### src/rtl/player_sprite_fetch_pkg.sv
// Shared types and sprite geometry for the player sprite fetch stage.
// The alien and bullet fetch stages reuse the same geometry helpers.
package player_pkg;

    typedef enum logic [1:0] {
        ALIVE = 2'd0,
        BLINK = 2'd1,
        DEAD  = 2'd2
    } player_state_t;

    localparam int SPRITE_W    = 48;
    localparam int SPRITE_H    = 30;
    localparam int ADDR_W      = 19;
    localparam int PIX_W       = 5;
    localparam int TRANSPARENT = 0;

endpackage

### src/rtl/player_sprite_fetch_if.sv
// Read-side bus between the sprite fetch stage and the sprite RAM.
// The fetch stage drives the address; the RAM returns registered data.
interface player_sprite_fetch_if #(
    parameter int ADDR_W = player_pkg::ADDR_W,
    parameter int PIX_W  = player_pkg::PIX_W
);
    logic [ADDR_W-1:0] sprite_read_address;
    logic [PIX_W-1:0]  sprite_data;

    modport master (output sprite_read_address, input sprite_data);
    modport slave  (input sprite_read_address, output sprite_data);
endinterface

### src/rtl/player_sprite_fetch_addr_gen.sv
// Combinational sprite bounding-box test and row-major RAM address.
// Returns address 0 outside the box so the RAM never sees an out-of-range index.
module sprite_addr_gen #(
    parameter int SPRITE_W = player_pkg::SPRITE_W,
    parameter int SPRITE_H = player_pkg::SPRITE_H,
    parameter int ADDR_W   = player_pkg::ADDR_W
) (
    input  logic [9:0]        i_draw_x,
    input  logic [9:0]        i_draw_y,
    input  logic [9:0]        i_pos_x,
    input  logic [9:0]        i_pos_y,
    output logic              o_in_box,
    output logic [ADDR_W-1:0] o_addr
);
    import player_pkg::*;

    logic [10:0] w_x;
    logic [10:0] w_y;
    logic [10:0] w_px;
    logic [10:0] w_py;
    logic [9:0]  w_dx;
    logic [9:0]  w_dy;

    // One extra bit keeps pos+size from wrapping near the right/bottom edge.
    assign w_x  = {1'b0, i_draw_x};
    assign w_y  = {1'b0, i_draw_y};
    assign w_px = {1'b0, i_pos_x};
    assign w_py = {1'b0, i_pos_y};

    assign o_in_box = (w_x >= w_px) && (w_x < w_px + 11'(SPRITE_W)) &&
                      (w_y >= w_py) && (w_y < w_py + 11'(SPRITE_H));

    assign w_dx = i_draw_x - i_pos_x;
    assign w_dy = i_draw_y - i_pos_y;

    assign o_addr = o_in_box ? (ADDR_W'(w_dy) * ADDR_W'(SPRITE_W) + ADDR_W'(w_dx))
                             : '0;
endmodule

### src/rtl/player_sprite_fetch.sv
// Player sprite pixel pipeline: address generation, RAM read alignment and
// hit/blink/dead visibility gating. Three cycles from DrawX/DrawY to pixel out.
module player_sprite_fetch
    import player_pkg::*;
#(
    parameter int SPRITE_W     = player_pkg::SPRITE_W,
    parameter int SPRITE_H     = player_pkg::SPRITE_H,
    parameter int ADDR_W       = player_pkg::ADDR_W,
    parameter int PIX_W        = player_pkg::PIX_W,
    parameter int TRANSPARENT  = player_pkg::TRANSPARENT,
    parameter int BLINK_FRAMES = 16,
    parameter int BLINK_PERIOD = 4
) (
    input  logic                 Clk,
    input  logic                 Reset,
    input  logic                 frame_start,
    input  logic [9:0]           DrawX,
    input  logic [9:0]           DrawY,
    input  logic [9:0]           player_x,
    input  logic [9:0]           player_y,
    input  logic                 hit,
    input  logic                 lives_zero,
    input  logic                 respawn,
    player_sprite_fetch_if.master ram,
    output logic [PIX_W-1:0]     pixel_index,
    output logic                 pixel_on,
    output logic [1:0]           player_state
);
    localparam int CNT_W = $clog2(BLINK_FRAMES);
    localparam logic [1:0] ST_ALIVE = 2'(ALIVE);
    localparam logic [1:0] ST_BLINK = 2'(BLINK);
    localparam logic [1:0] ST_DEAD  = 2'(DEAD);

    logic [9:0]        r_px;
    logic [9:0]        r_py;
    logic [1:0]        r_state;
    logic [CNT_W-1:0]  r_frame_cnt;
    logic [ADDR_W-1:0] r_addr_p1;
    logic              r_in_box_p1;
    logic              r_in_box_p2;
    logic [PIX_W-1:0]  r_pix_p3;
    logic              r_on_p3;

    logic              w_in_box;
    logic [ADDR_W-1:0] w_addr;
    logic              w_visible;
    logic              w_last_frame;

    // Position only moves at frame boundaries so a frame is never torn.
    always_ff @(posedge Clk or posedge Reset) begin
        if (Reset) begin
            r_px <= '0;
            r_py <= '0;
        end else if (frame_start) begin
            r_px <= player_x;
            r_py <= player_y;
        end
    end

    assign w_last_frame = (r_frame_cnt == CNT_W'(BLINK_FRAMES - 1));

    always_ff @(posedge Clk or posedge Reset) begin
        if (Reset) begin
            r_state     <= ST_ALIVE;
            r_frame_cnt <= '0;
        end else begin
            case (r_state)
                ST_ALIVE: begin
                    if (hit) begin
                        r_state     <= ST_BLINK;
                        r_frame_cnt <= '0;
                    end
                end
                ST_BLINK: begin
                    if (frame_start) begin
                        if (w_last_frame) begin
                            r_state     <= lives_zero ? ST_DEAD : ST_ALIVE;
                            r_frame_cnt <= '0;
                        end else begin
                            r_frame_cnt <= r_frame_cnt + 1'b1;
                        end
                    end
                end
                ST_DEAD: begin
                    if (respawn) r_state <= ST_ALIVE;
                end
                default: r_state <= ST_ALIVE;
            endcase
        end
    end

    always_comb begin
        w_visible = 1'b0;
        case (r_state)
            ST_ALIVE: w_visible = 1'b1;
            ST_BLINK: w_visible = ((r_frame_cnt / CNT_W'(BLINK_PERIOD)) % CNT_W'(2)) == '0;
            default:  w_visible = 1'b0;
        endcase
    end

    sprite_addr_gen #(
        .SPRITE_W (SPRITE_W),
        .SPRITE_H (SPRITE_H),
        .ADDR_W   (ADDR_W)
    ) u_addr_gen (
        .i_draw_x (DrawX),
        .i_draw_y (DrawY),
        .i_pos_x  (r_px),
        .i_pos_y  (r_py),
        .o_in_box (w_in_box),
        .o_addr   (w_addr)
    );

    always_ff @(posedge Clk or posedge Reset) begin
        if (Reset) begin
            r_addr_p1   <= '0;
            r_in_box_p1 <= 1'b0;
            r_in_box_p2 <= 1'b0;
            r_pix_p3    <= '0;
            r_on_p3     <= 1'b0;
        end else begin
            // Stage 1: address to RAM
            r_addr_p1   <= w_addr;
            r_in_box_p1 <= w_in_box;
            // Stage 2: RAM registers its read; hit flag follows
            r_in_box_p2 <= r_in_box_p1;
            // Stage 3: palette index and opacity/visibility gate
            r_pix_p3    <= ram.sprite_data;
            r_on_p3     <= r_in_box_p2 && (ram.sprite_data != PIX_W'(TRANSPARENT)) && w_visible;
        end
    end

    assign ram.sprite_read_address = r_addr_p1;
    assign pixel_index  = r_pix_p3;
    assign pixel_on     = r_on_p3;
    assign player_state = r_state;
endmodule
### src/flat_wrapper.sv
// flat-port wrapper written by rule: the top's interface ports become plain ports
module player_sprite_fetch_flat import player_pkg::*;
#(
    parameter int SPRITE_W     = player_pkg::SPRITE_W,
    parameter int SPRITE_H     = player_pkg::SPRITE_H,
    parameter int ADDR_W       = player_pkg::ADDR_W,
    parameter int PIX_W        = player_pkg::PIX_W,
    parameter int TRANSPARENT  = player_pkg::TRANSPARENT,
    parameter int BLINK_FRAMES = 16,
    parameter int BLINK_PERIOD = 4
)
  (Clk, Reset, frame_start, DrawX, DrawY, player_x, player_y, hit, lives_zero, respawn, pixel_index, pixel_on, player_state, ram_sprite_read_address, ram_sprite_data);
  player_sprite_fetch_if #(.ADDR_W(ADDR_W), .PIX_W(PIX_W)) ram_i ();
  input  logic Clk;
  input  logic Reset;
  input  logic frame_start;
  input  logic [9:0] DrawX;
  input  logic [9:0] DrawY;
  input  logic [9:0] player_x;
  input  logic [9:0] player_y;
  input  logic hit;
  input  logic lives_zero;
  input  logic respawn;
  output logic [PIX_W-1:0] pixel_index;
  output logic pixel_on;
  output logic [1:0] player_state;
  output wire logic [$bits(ram_i.sprite_read_address)-1:0] ram_sprite_read_address;
  input wire logic [$bits(ram_i.sprite_data)-1:0] ram_sprite_data;
  assign ram_sprite_read_address = ram_i.sprite_read_address;
  assign ram_i.sprite_data = ram_sprite_data;
  player_sprite_fetch #(.SPRITE_W(SPRITE_W), .SPRITE_H(SPRITE_H), .ADDR_W(ADDR_W), .PIX_W(PIX_W), .TRANSPARENT(TRANSPARENT), .BLINK_FRAMES(BLINK_FRAMES), .BLINK_PERIOD(BLINK_PERIOD)) u_core (.Clk(Clk), .Reset(Reset), .frame_start(frame_start), .DrawX(DrawX), .DrawY(DrawY), .player_x(player_x), .player_y(player_y), .hit(hit), .lives_zero(lives_zero), .respawn(respawn), .ram(ram_i), .pixel_index(pixel_index), .pixel_on(pixel_on), .player_state(player_state));
endmodule
### config.mk
export PLATFORM = sky130hd
export DESIGN_NAME = player_sprite_fetch_flat
export DESIGN_NICKNAME = d
export VERILOG_FILES = /design/src/rtl/player_sprite_fetch_pkg.sv /design/src/rtl/player_sprite_fetch_if.sv /design/src/rtl/player_sprite_fetch_addr_gen.sv /design/src/rtl/player_sprite_fetch.sv /design/src/flat_wrapper.sv
export SDC_FILE = /design/constraint.sdc
export NUM_CORES = 1
export LEC_CHECK = 0
export ABC_AREA = 1
export CAP_MARGIN = 20
export CORE_MARGIN = 2
export CORE_UTILIZATION = 40
export DETAILED_ROUTE_END_ITERATION = 16
export REMOVE_ABC_BUFFERS = 1
export SLEW_MARGIN = 20
export SYNTH_ARGS = -nofsm -noshare
export SYNTH_HDL_FRONTEND = slang
export SYNTH_SLANG_ARGS = --single-unit
### constraint.sdc
create_clock -name Clk -period 6.8 [get_ports Clk]
set_input_delay 1.36 -clock Clk [delete_from_list [all_inputs] [get_ports Clk]]
set_output_delay 1.36 -clock Clk [all_outputs]
set_load 0.02 [all_outputs]
; Word-level counts from Yosys, hierarchy flattened
; Cells that the tools add are included.
[totals]
register_bits = 51
out_inout_bits = 27
in_bits = 51
elab_cells = 50
[op_classes]
reduce_logical = 11
mux = 12
n_mul = 1
n_addsub = 6
n_lt_le_gt_ge = 4
eq_ne = 7
[op_table]
columns = cell, count
row1 = < comparator 10 x 11 -> 1 bit, 2
row2 = greater-or-equal comparator 10 bit, 2
row3 = subtractor 10 bit, 2
row4 = adder 16 x 10 -> 17 bit, 1
row5 = two-way mux 17 bit, 1
row6 = "multiplier 10 x 2 -> 12 bit, second input constant", 1
row7 = two-way mux 4 bit, 3
row8 = "adder 10 x 5 -> 11 bit, second input constant", 1
row9 = "adder 10 x 6 -> 11 bit, second input constant", 1
row10 = two-way mux 2 bit, 5
row11 = one-hot mux 4 bit (2 select lines), 1
row12 = "!= test 2 bit, second input constant", 3
row13 = one-hot mux 2 bit (3 select lines), 1
row14 = logical AND 1 bit, 5
row15 = nonzero test 5 bit, 1
row16 = "adder 4 x 1 -> 4 bit, second input constant", 1
row17 = "== test 4 bit, second input constant", 1
row18 = zero test 4 bit, 1
row19 = AND reduction 4 bit, 1
row20 = AND reduction 3 bit, 1
row21 = "== test 2 x 1 -> 1 bit, second input constant", 1
row22 = "== test 2 bit, second input constant", 1
row23 = zero test 2 bit, 1
row24 = "!= test 2 x 1 -> 1 bit, second input constant", 1
row25 = other kinds (2), 2

; Logic depth before layout (Yosys ltp)
; Gate-level depths: netlist of the first run.
[logic_depth]
ltp_word = 6
ltp_mapped = 23
mapped_depth_nobuf = 23

; Modules after synthesis
; Synthesis of the first run repeated with hierarchy kept, for this count alone.
[unflattened]
cells_unflattened = 597
area_unflattened_um2 = 4370.4
[modules_own_cells]
columns = module, instances, cells_per_inst, seq_area_each_um2, area_per_inst_um2
row1 = sprite_addr_gen, 1, 433, 0.0, 2570.0
row2 = player_sprite_fetch, 1, 164, 1326.3, 1800.5

; Worst setup path after synthesis of the first run
; No wires, ideal clock.
[synth_path]
path_kind = in2reg
start = input port DrawY[0]
end = register u_core.r_addr_p1[15] (netlist: u_core.ram.sprite_read_address[15])
slack_ps = 2414
required_time_ps = 6681
setup_time_ps = 119
arrival_time_ps = 4267
n_path_buf = 0
path_stages = 21
cell_sequence = inv_1 > ha_1 > inv_1 > fa_1 > xor2_1 > ha_1 > nand2_1 > nand3_1 > xor2_1 > ha_1 > nand2_1 > nor2_1 > nand2_1 > nand3_1 > a21oi_1 > nor2_1 > nand2_1 > nor2_1 > nand3_1 > nand2_1 > nor2_1
[synth_between]
elab_chain_cells = 4
word_cells_on_any_way = 8
cone_classes = add/sub: 2 / mul: 1 / order compare: 2 / mux: 1 / reduce/logical: 2
[synth_lines]
columns = item, line
row1 = start: declaration, flat_wrapper.sv:18  ; input logic [9:0] DrawY;
row2 = subtractor 10 bit or greater-or-equal comparator 10 bit (tied branches), "player_sprite_fetch_addr_gen.sv:34, player_sprite_fetch_addr_gen.sv:31"
row3 = multiplier 10 x 2 -> 12 bit or logical AND 1 bit (tied branches), "player_sprite_fetch_addr_gen.sv:36, player_sprite_fetch_addr_gen.sv:30"
row4 = adder 16 x 10 -> 17 bit or logical AND 1 bit (tied branches), "player_sprite_fetch_addr_gen.sv:36, player_sprite_fetch_addr_gen.sv:31"
row5 = two-way mux 17 bit (*), player_sprite_fetch_addr_gen.sv:36  ; assign o_addr = o_in_box ? (ADDR_W'(w_dy) * ADDR_W'(SPRITE_W) + ADDR_W'(w_dx))
row6 = net u_core.u_addr_gen.o_addr[15], player_sprite_fetch_addr_gen.sv:13  ; output logic [ADDR_W-1:0] o_addr
row7 = end signal: assignment, player_sprite_fetch.sv:123  ; r_addr_p1 <= w_addr;
row8 = end: declaration, player_sprite_fetch.sv:38  ; logic [ADDR_W-1:0] r_addr_p1;
; Mark *: on every way through the listed nets, which the timed path passes. The rest lies on a longest branch.
; A chain may end at the register's enable or synchronous reset.

; Worst setup path after layout of the first run
; Ends and elaborated chain as after synthesis.

==> results of run 1 <==
where the power goes:
group          leakage (uW)  switching [uW]  internal (uW)
Clock             0.0000502             106            108
Sequential         0.000656            19.3            342
Combinational       0.00192             581            381
Total               0.00263             706            830
synthesized netlist by cell type (2+ instances only):
library cell	number
xor2_1	26
nor3_1	7
mux2_2	2
dfrtp_1	51
o21bai_1	6
o21a_1	2
clkbuf_1	4
o21ai_0	29
nor2_1	46
inv_2	3
inv_1	85
a21oi_1	31
nand3_1	34
nor2_4	3
nand3_2	2
buf_4	2
nor2_2	9
ha_1	54
nand4_1	12
xnor2_1	9
nand2_1	131
fa_1	4
a31oi_1	4
how the worst max path moves through the flow:
stage                                                   endpoint  cells after the start
finish              u_core.ram.sprite_read_address[15]$_DFF_PP0_                     22
global route        u_core.ram.sprite_read_address[15]$_DFF_PP0_                     22
CTS                 u_core.ram.sprite_read_address[15]$_DFF_PP0_                     22
detailed placement  u_core.ram.sprite_read_address[15]$_DFF_PP0_                     22
global placement    u_core.ram.sprite_read_address[15]$_DFF_PP0_                     22
floorplan           u_core.ram.sprite_read_address[15]$_DFF_PP0_                     21
placed cells by master, fill, tap and decap left out, drive strengths merged:
master,n
o31ai,1
o2111ai,1
a21boi,1
a31oi,4
conb,2
a21oi,31
nor3,8
o221ai,1
a311oi,1
ha,54
bufinv,1
xnor2,9
nand2,131
buf,1
clkinvlp,1
dfrtp,51
o21a,2
clkinv,1
o21bai,6
clkdlybuf4s50,75
nor3b,1
nand3,36
clkbuf,5
fa,4
nor2,58
a21o,1
o21ai,29
xor2,26
inv,87
mux2,2
nand4,12
sequential cells by signal, indices dropped and copies added, names as in the netlist:
signal / count
u_core.ram.sprite_read_address: 17
u_core.r_px: 10
u_core.r_py: 10
u_core.pixel_index: 5
u_core.r_frame_cnt: 4
u_core.player_state: 2
u_core.pixel_on: 1
u_core.r_in_box_p1: 1
u_core.r_in_box_p2: 1
cell families after synthesis:
| group | count (synthesis) | share of synthesized area [%] |
|---|---|---|
| mux | 2 | 0.530 |
| compound gates | 78 | 10.2 |
| xor+xnor | 35 | 7.21 |
| fa+ha+maj | 58 | 17.8 |
| flops | 51 | 30.0 |
| other cells | 1 | 0.0883 |
| simple gates | 246 | 25.4 |
| buf+inv | 95 | 8.75 |
routing by layer:
| layer | global-route usage [%] | vias to the layer above |
|---|---|---|
| met5 | 0 | - |
| met4 | 4.73 | 0 |
| met3 | 2.92 | 14 |
| met2 | 30.2 | 85 |
| met1 | 21.0 | 1642 |
| li1 | - | 1977 |
stage by stage:
stage | cell area (sq um) | instances | total power (uW) | utilization, %
global route | 5250 | 779 | 1710 | 50.8
CTS | 5250 | 779 | 1550 | 50.8
detailed placement | 5140 | 772 | 1330 | 49.8
finish | 5250 | 779 | 1540 | 50.8
global placement | 5140 | 772 | 1310 | 49.8
floorplan | 4210 | 560 | 1100 | -
final cells by class:
cell class                 instances  share of cell area, %
timing repair buffer              76                   14.4
tap                              136                   3.24
clock buffer                       5                   1.31
inverter                          88                   6.32
multi-input combinational        421                   49.6
sequential                        51                   24.3
clock inverter                     2                  0.715
worst register-to-register path, cell delays in order (launching register included):
cell,delay [ps]
dfrtp_1,350
ha_1,190
inv_1,90
fa_1,440
xor2_1,360
ha_1,380
nand2_1,120
nand3_1,110
xor2_1,160
ha_1,350
nand2_1,90
nor2_1,90
nand2_1,60
nand3_1,90
a21oi_1,70
nor2_1,150
nand2_1,90
nor2_1,170
nand3_1,90
nand2_1,70
nor2_1,40
==> results.md, run 1 <==
- Register area: 1280 sq um
- DRC: 0
- CTS clock-pin slew for the worst setup and hold paths: 100 ps
- Top_reg_cell synth: dfrtp_1
- Slew Limit Fails: 0
- Delay-heaviest family, CP: adder cells
- Asr flop ratio synth: 100%
- CP Buf/Inv Count: 3
- CTS Sinks: 51
- Post-Syn Instances: 566
- CP max FO: 6
- Status: complete, no violations
- Internal reg-to-reg setup slack: 3150 ps
- Min Tclk post-route: 4830 ps
- Final net count: 752
- Number of gates resized after CTS: 0
- Row count: 37
- R2R cell count: 20
- Remaining global-route overflow: 0
- Setup violators final: 0
- Worst-Margin Slew: 860 ps
- Synth area leader: dfrtp_1
- Starting density of the core: 41.2%
- PnR worst setup slack: 1970 ps
- CTS tree: done
- Multi-input logic area: 2610 sq um
- Synth Register Bits: 51
- Die extent in x: 107 microns
- Post-synth EDFFs: 0
- DR vias: 3718
- P per Cell Area: 293 nW/um^2
- Count of different cell masters after synthesis: 33
- WL per Instance: 11.6 microns
- Syn Std Cell Area: 4250 sq um
- Vias per std cell: 4.77
- Pre-CTS WS: 1630 ps
- Hold Path Sink: u_core.r_in_box_p2$_DFF_PP0_
- DRT antenna net count: 0
- Syn_area_per_cell: 7.51 sq um
- First-pass GRT wire length: 16000 microns
- Core ar.: 10300 sq um
- CTS Hold Buffers Added: 0
- F_max: 0.207 GHz
- GRT Total Usage: 17.0%
- CP startpoint: DrawY[0]
- Layout cell share with drive strength beyond 1: 4.51%
- Wl on met1: 4190 microns
- Filler cell count: 1021
- Final period util: 71.1%
- H-Tree Depth: 2
- Crit-path cells: clkdlybuf4s50_1 > inv_1 > ha_1 > inv_1 > fa_1 > xor2_1 > ha_1 > nand2_1 > nand3_1 > xor2_1 > ha_1 > nand2_1 > nor2_1 > nand2_1 > nand3_1 > a21oi_1 > nor2_1 > nand2_1 > nor2_1 > nand3_1 > nand2_1 > nor2_1
- RR Endpoint: u_core.ram.sprite_read_address[15]$_DFF_PP0_
- Met2 WL post-DR: 4210 microns
- RSZ-0062 raised after global routing: no
- Vias in the first global route: 3762
- Critical Path RT: 7010 ps
- Clock latency at the later pin of the worst-skew pair: 310 ps
- Met3 wire length: 463 microns
- Routability cong.: 0.916
- Hold Slack: 364 ps
- Crit path DAT: 5050 ps
- Reg2reg start: u_core.r_py[0]$_DFFE_PP0P_
- Drt total wl: 9030 microns
- Yosys top cell area share: 30.0%
- Total CTS buffers: 5
- Root Buffer: clkbuf_8
- Slowest-stage cell, CP: fa_1
- Drt first pass iters: 4
- Worst vdd ir: 126 uV
- Max-Cap Viols: 0
- Diodes inserted: 0
- Die area: 11500 sq um
- Synth-to-layout area growth: 23.5%
- Largest stage delay, worst path: 440 ps
- DP HPWL: 7420 microns
- Slew headroom: 42.6%
- Count of final hold-check violations: 0
- CTS Buffer Depth: 2
- Crit path kind: primary input to register
- Setup Fix Bufs, Post-CTS: 0
- Die Ht: 107 microns
- Highest routing layer actually used: met4
- Leakage: 0.00263 uW
- Hold Crit Class: register to register
- Ports: 78
- DR iter-0 viols: 159
- Hold-critical path depth: 0
- Final setup TNS: 0 ps
- Skew final: 9.60 ps
- Crit end category: register
- Largest net degree at the start of global routing: 52
- Most repeated library cell on the critical path: nand2_1
- Port Buffers: 75
- Worst setup SP type: primary input
- Worst Hold Launch: u_core.r_in_box_p1$_DFF_PP0_
- Largest cells by area after synthesis: dfrtp_1, ha_1, nand2_1
- Sequential fraction of the synthesis area: 30.0%
- Initial antenna violation count: 0
- Synth warn: 0
Note: power is estimated with default switching activity, not from simulation.
==> run 2: changes to the inputs <==
Settings changed: PLACE_DENSITY set to 0.66.
Clock period 6.8 ns to 4.05 ns, I/O delays scaled along.
==> run 2 against run 1 <==
Net effect: flip-flop and latch count unchanged; clock power up 51%; critical endpoint unchanged; combinational power up 110%.
==> results.md, run 2 (same netlist as run 1, synthesis figures left out) <==
- Status: complete, no violations
- Commonest non-fill, non-tap cell in the layout: nand2_1
- Placed inst area: 5400 sq um (+5.1%)
- RSZ-0062 raised after global routing: yes
- CTS Sinks: 51 (unchanged)
- Layout cell share with drive strength beyond 1: 13.6% (+9.1 points)
- Initial antenna violation count: 0 (unchanged)
- Clock latency at the later pin of the worst-skew pair: 310 ps (about the same)
- Core ar.: 10300 sq um (unchanged)
- Max-Cap Viols: 0 (unchanged)
- First-pass GRT wire length: 16600 microns (+3.8%)
- CP max FO: 4 (-2)
- PnR worst setup slack: 163 ps (-1800 ps)
- Routability cong.: 0.920 (+0.44%)
- Final net count: 790 (+5.1%)
- Filler cell count: 967 (-5.3%)
- DP HPWL: 7770 microns (+4.7%)
- Worst vdd ir: 256 uV (+100%)
- Power Total: 2960 uW (+93%)
- P per Cell Area: 521 nW/um^2 (+78%)
- Critical Path RT: 4260 ps (-2750 ps)
- RR Endpoint: u_core.ram.sprite_read_address[15]$_DFF_PP0_
- Slew Limit Fails: 0 (unchanged)
- Diodes inserted: 0 (unchanged)
- CTS Buffer Depth: 2 (unchanged)
- H-Tree Depth: 2 (unchanged)
- Die extent in x: 107 microns (unchanged)
- Worst-Margin Slew: 851 ps (-8.71 ps)
- Hold Slack: 366 ps (+2.51 ps)
- Crit end category: register
- Starting density of the core: 41.2% (unchanged)
- Crit path DAT: 4100 ps (-950 ps)
- Final instance area: 5690 sq um (+8.3%)
- F_max: 0.257 GHz
- Reg2reg start: u_core.r_py[2]$_DFFE_PP0P_
- DRT antenna net count: 0 (unchanged)
- Internal reg-to-reg setup slack: 590 ps (-2560 ps)
- Final period util: 96.0%
- Die area: 11500 sq um (unchanged)
- DR vias: 3950 (+6.2%)
- Vias in the first global route: 3976 (+5.7%)
- Vias per std cell: 4.83 (+1.2%)
- GRT Total Usage: 17.5% (+0.50 points)
- Min Tclk post-route: 3890 ps
- CTS tree: done
- Worst setup SP type: primary input
- Hold-critical path depth: 0 (unchanged)
- Worst Hold Launch: u_core.r_in_box_p1$_DFF_PP0_
- Crit path kind: primary input to register
- Setup violators final: 0 (unchanged)
- Leakage: 0.00286 uW (+8.7%)
- Drt first pass iters: 4 (unchanged)
- Remaining global-route overflow: 0 (unchanged)
- Die Ht: 107 microns (unchanged)
- Commonest non-fill, non-tap cells in the layout: nand2_1, inv_1, clkdlybuf4s50_1
- Drt total wl: 9720 microns (+7.7%)
- Row count: 37 (unchanged)
- Pre-CTS WS: -438 ps (-2070 ps)
- Total CTS buffers: 5 (unchanged)
- Port Buffers: 75 (unchanged)
- DRC: 0 (unchanged)
- Count of final hold-check violations: 0 (unchanged)
- Hold Crit Class: register to register
- Root Buffer: clkbuf_8
- Max reg flops: 17 (unchanged)
- CTS clock-pin slew for the worst setup and hold paths: 100 ps (about the same)
- Largest net degree at the start of global routing: 52 (unchanged)
- Synth-to-layout area growth: 33.8%
- WL per Instance: 11.9 microns (+2.5%)
- Slew headroom: 43.2% (+0.58 points)
- R2R cell count: 22 (+10%)
- DR iter-0 viols: 178 (+12%)
- Skew final: 6.62 ps (-2.98 ps)
- Hold Path Sink: u_core.r_in_box_p2$_DFF_PP0_
- Ports: 78 (unchanged)
-- run 2: report_power, final --
part / switching [uW] / internal [uW] / leakage [uW]
logic: 1120 / 916 / 0.00216
registers: 31.8 / 574 / 0.000656
clock network: 182 / 140 / 0.0000474
total: 1330 / 1630 / 0.00286
-- run 2: worst max path at each step --
stage,from,end,slack (ps)
2_1_floorplan,DrawY[0],u_core.ram.sprite_read_address[15]$_DFF_PP0_,210
3_3_place_gp,DrawY[0],u_core.ram.sprite_read_address[16]$_DFF_PP0_,-260
3_5_place_dp,DrawY[0],u_core.ram.sprite_read_address[15]$_DFF_PP0_,-440
4_1_cts,DrawY[0],u_core.ram.sprite_read_address[16]$_DFF_PP0_,30
5_1_grt,DrawY[3],u_core.ram.sprite_read_address[15]$_DFF_PP0_,-40
6_report,DrawY[3],u_core.ram.sprite_read_address[15]$_DFF_PP0_,160
-- run 2: stage by stage --
stage	utilization, %	cells	setup TNS [ps]
2_1_floorplan	-	560	0
6_report	55.1	818	0
5_1_grt	55.1	818	-50.1
4_1_cts	53.6	815	0
3_3_place_gp	52.3	807	-1350
3_5_place_dp	52.3	807	-2530
-- run 2: final cells by class --
cell class | instances | area, sq um | share of cell area (%)
multi-input combinational | 421 | 2760 | 48.5
sequential | 51 | 1280 | 22.4
timing repair buffer | 114 | 1050 | 18.5
inverter | 88 | 332 | 5.83
tap | 136 | 170 | 2.99
clock buffer | 6 | 82.6 | 1.45
clock inverter | 2 | 16.3 | 0.286
-- run 2: timing repair --
item / 4_1_cts / 5_1_grt
gates cloned: 0 / 0
hold buffers: 0 / 0
setup buffers: 0 / 3
resized for setup: 6 / 26
pin swaps: 1 / 17
setup endpoints to repair: 5 / 7
-- run 2: worst max-delay path, stage by stage --
cell	delay, ps
clkdlybuf4s50_1	440
ha_1	330
a21oi_1	200
inv_1	100
a31oi_4	180
xnor2_2	160
ha_4	240
buf_4	140
xor2_1	150
ha_1	360
nand2_2	90
nor2_2	110
nand2_1	70
nand3_2	70
a21oi_1	60
nor2_1	140
nand2_1	100
nor2_2	150
nand3_1	80
nand2_1	60
nor2_1	40
-- run 2: per-layer routing --
layer / wire (microns) / vias to the layer above / global-route usage, %
li1: - / 2053 / -
met3: 496 / 19 / 2.74
met4: 170 / 0 / 5.01
met5: 0 / - / 0
met2: 4790 / 100 / 31.9
met1: 4260 / 1778 / 21.0
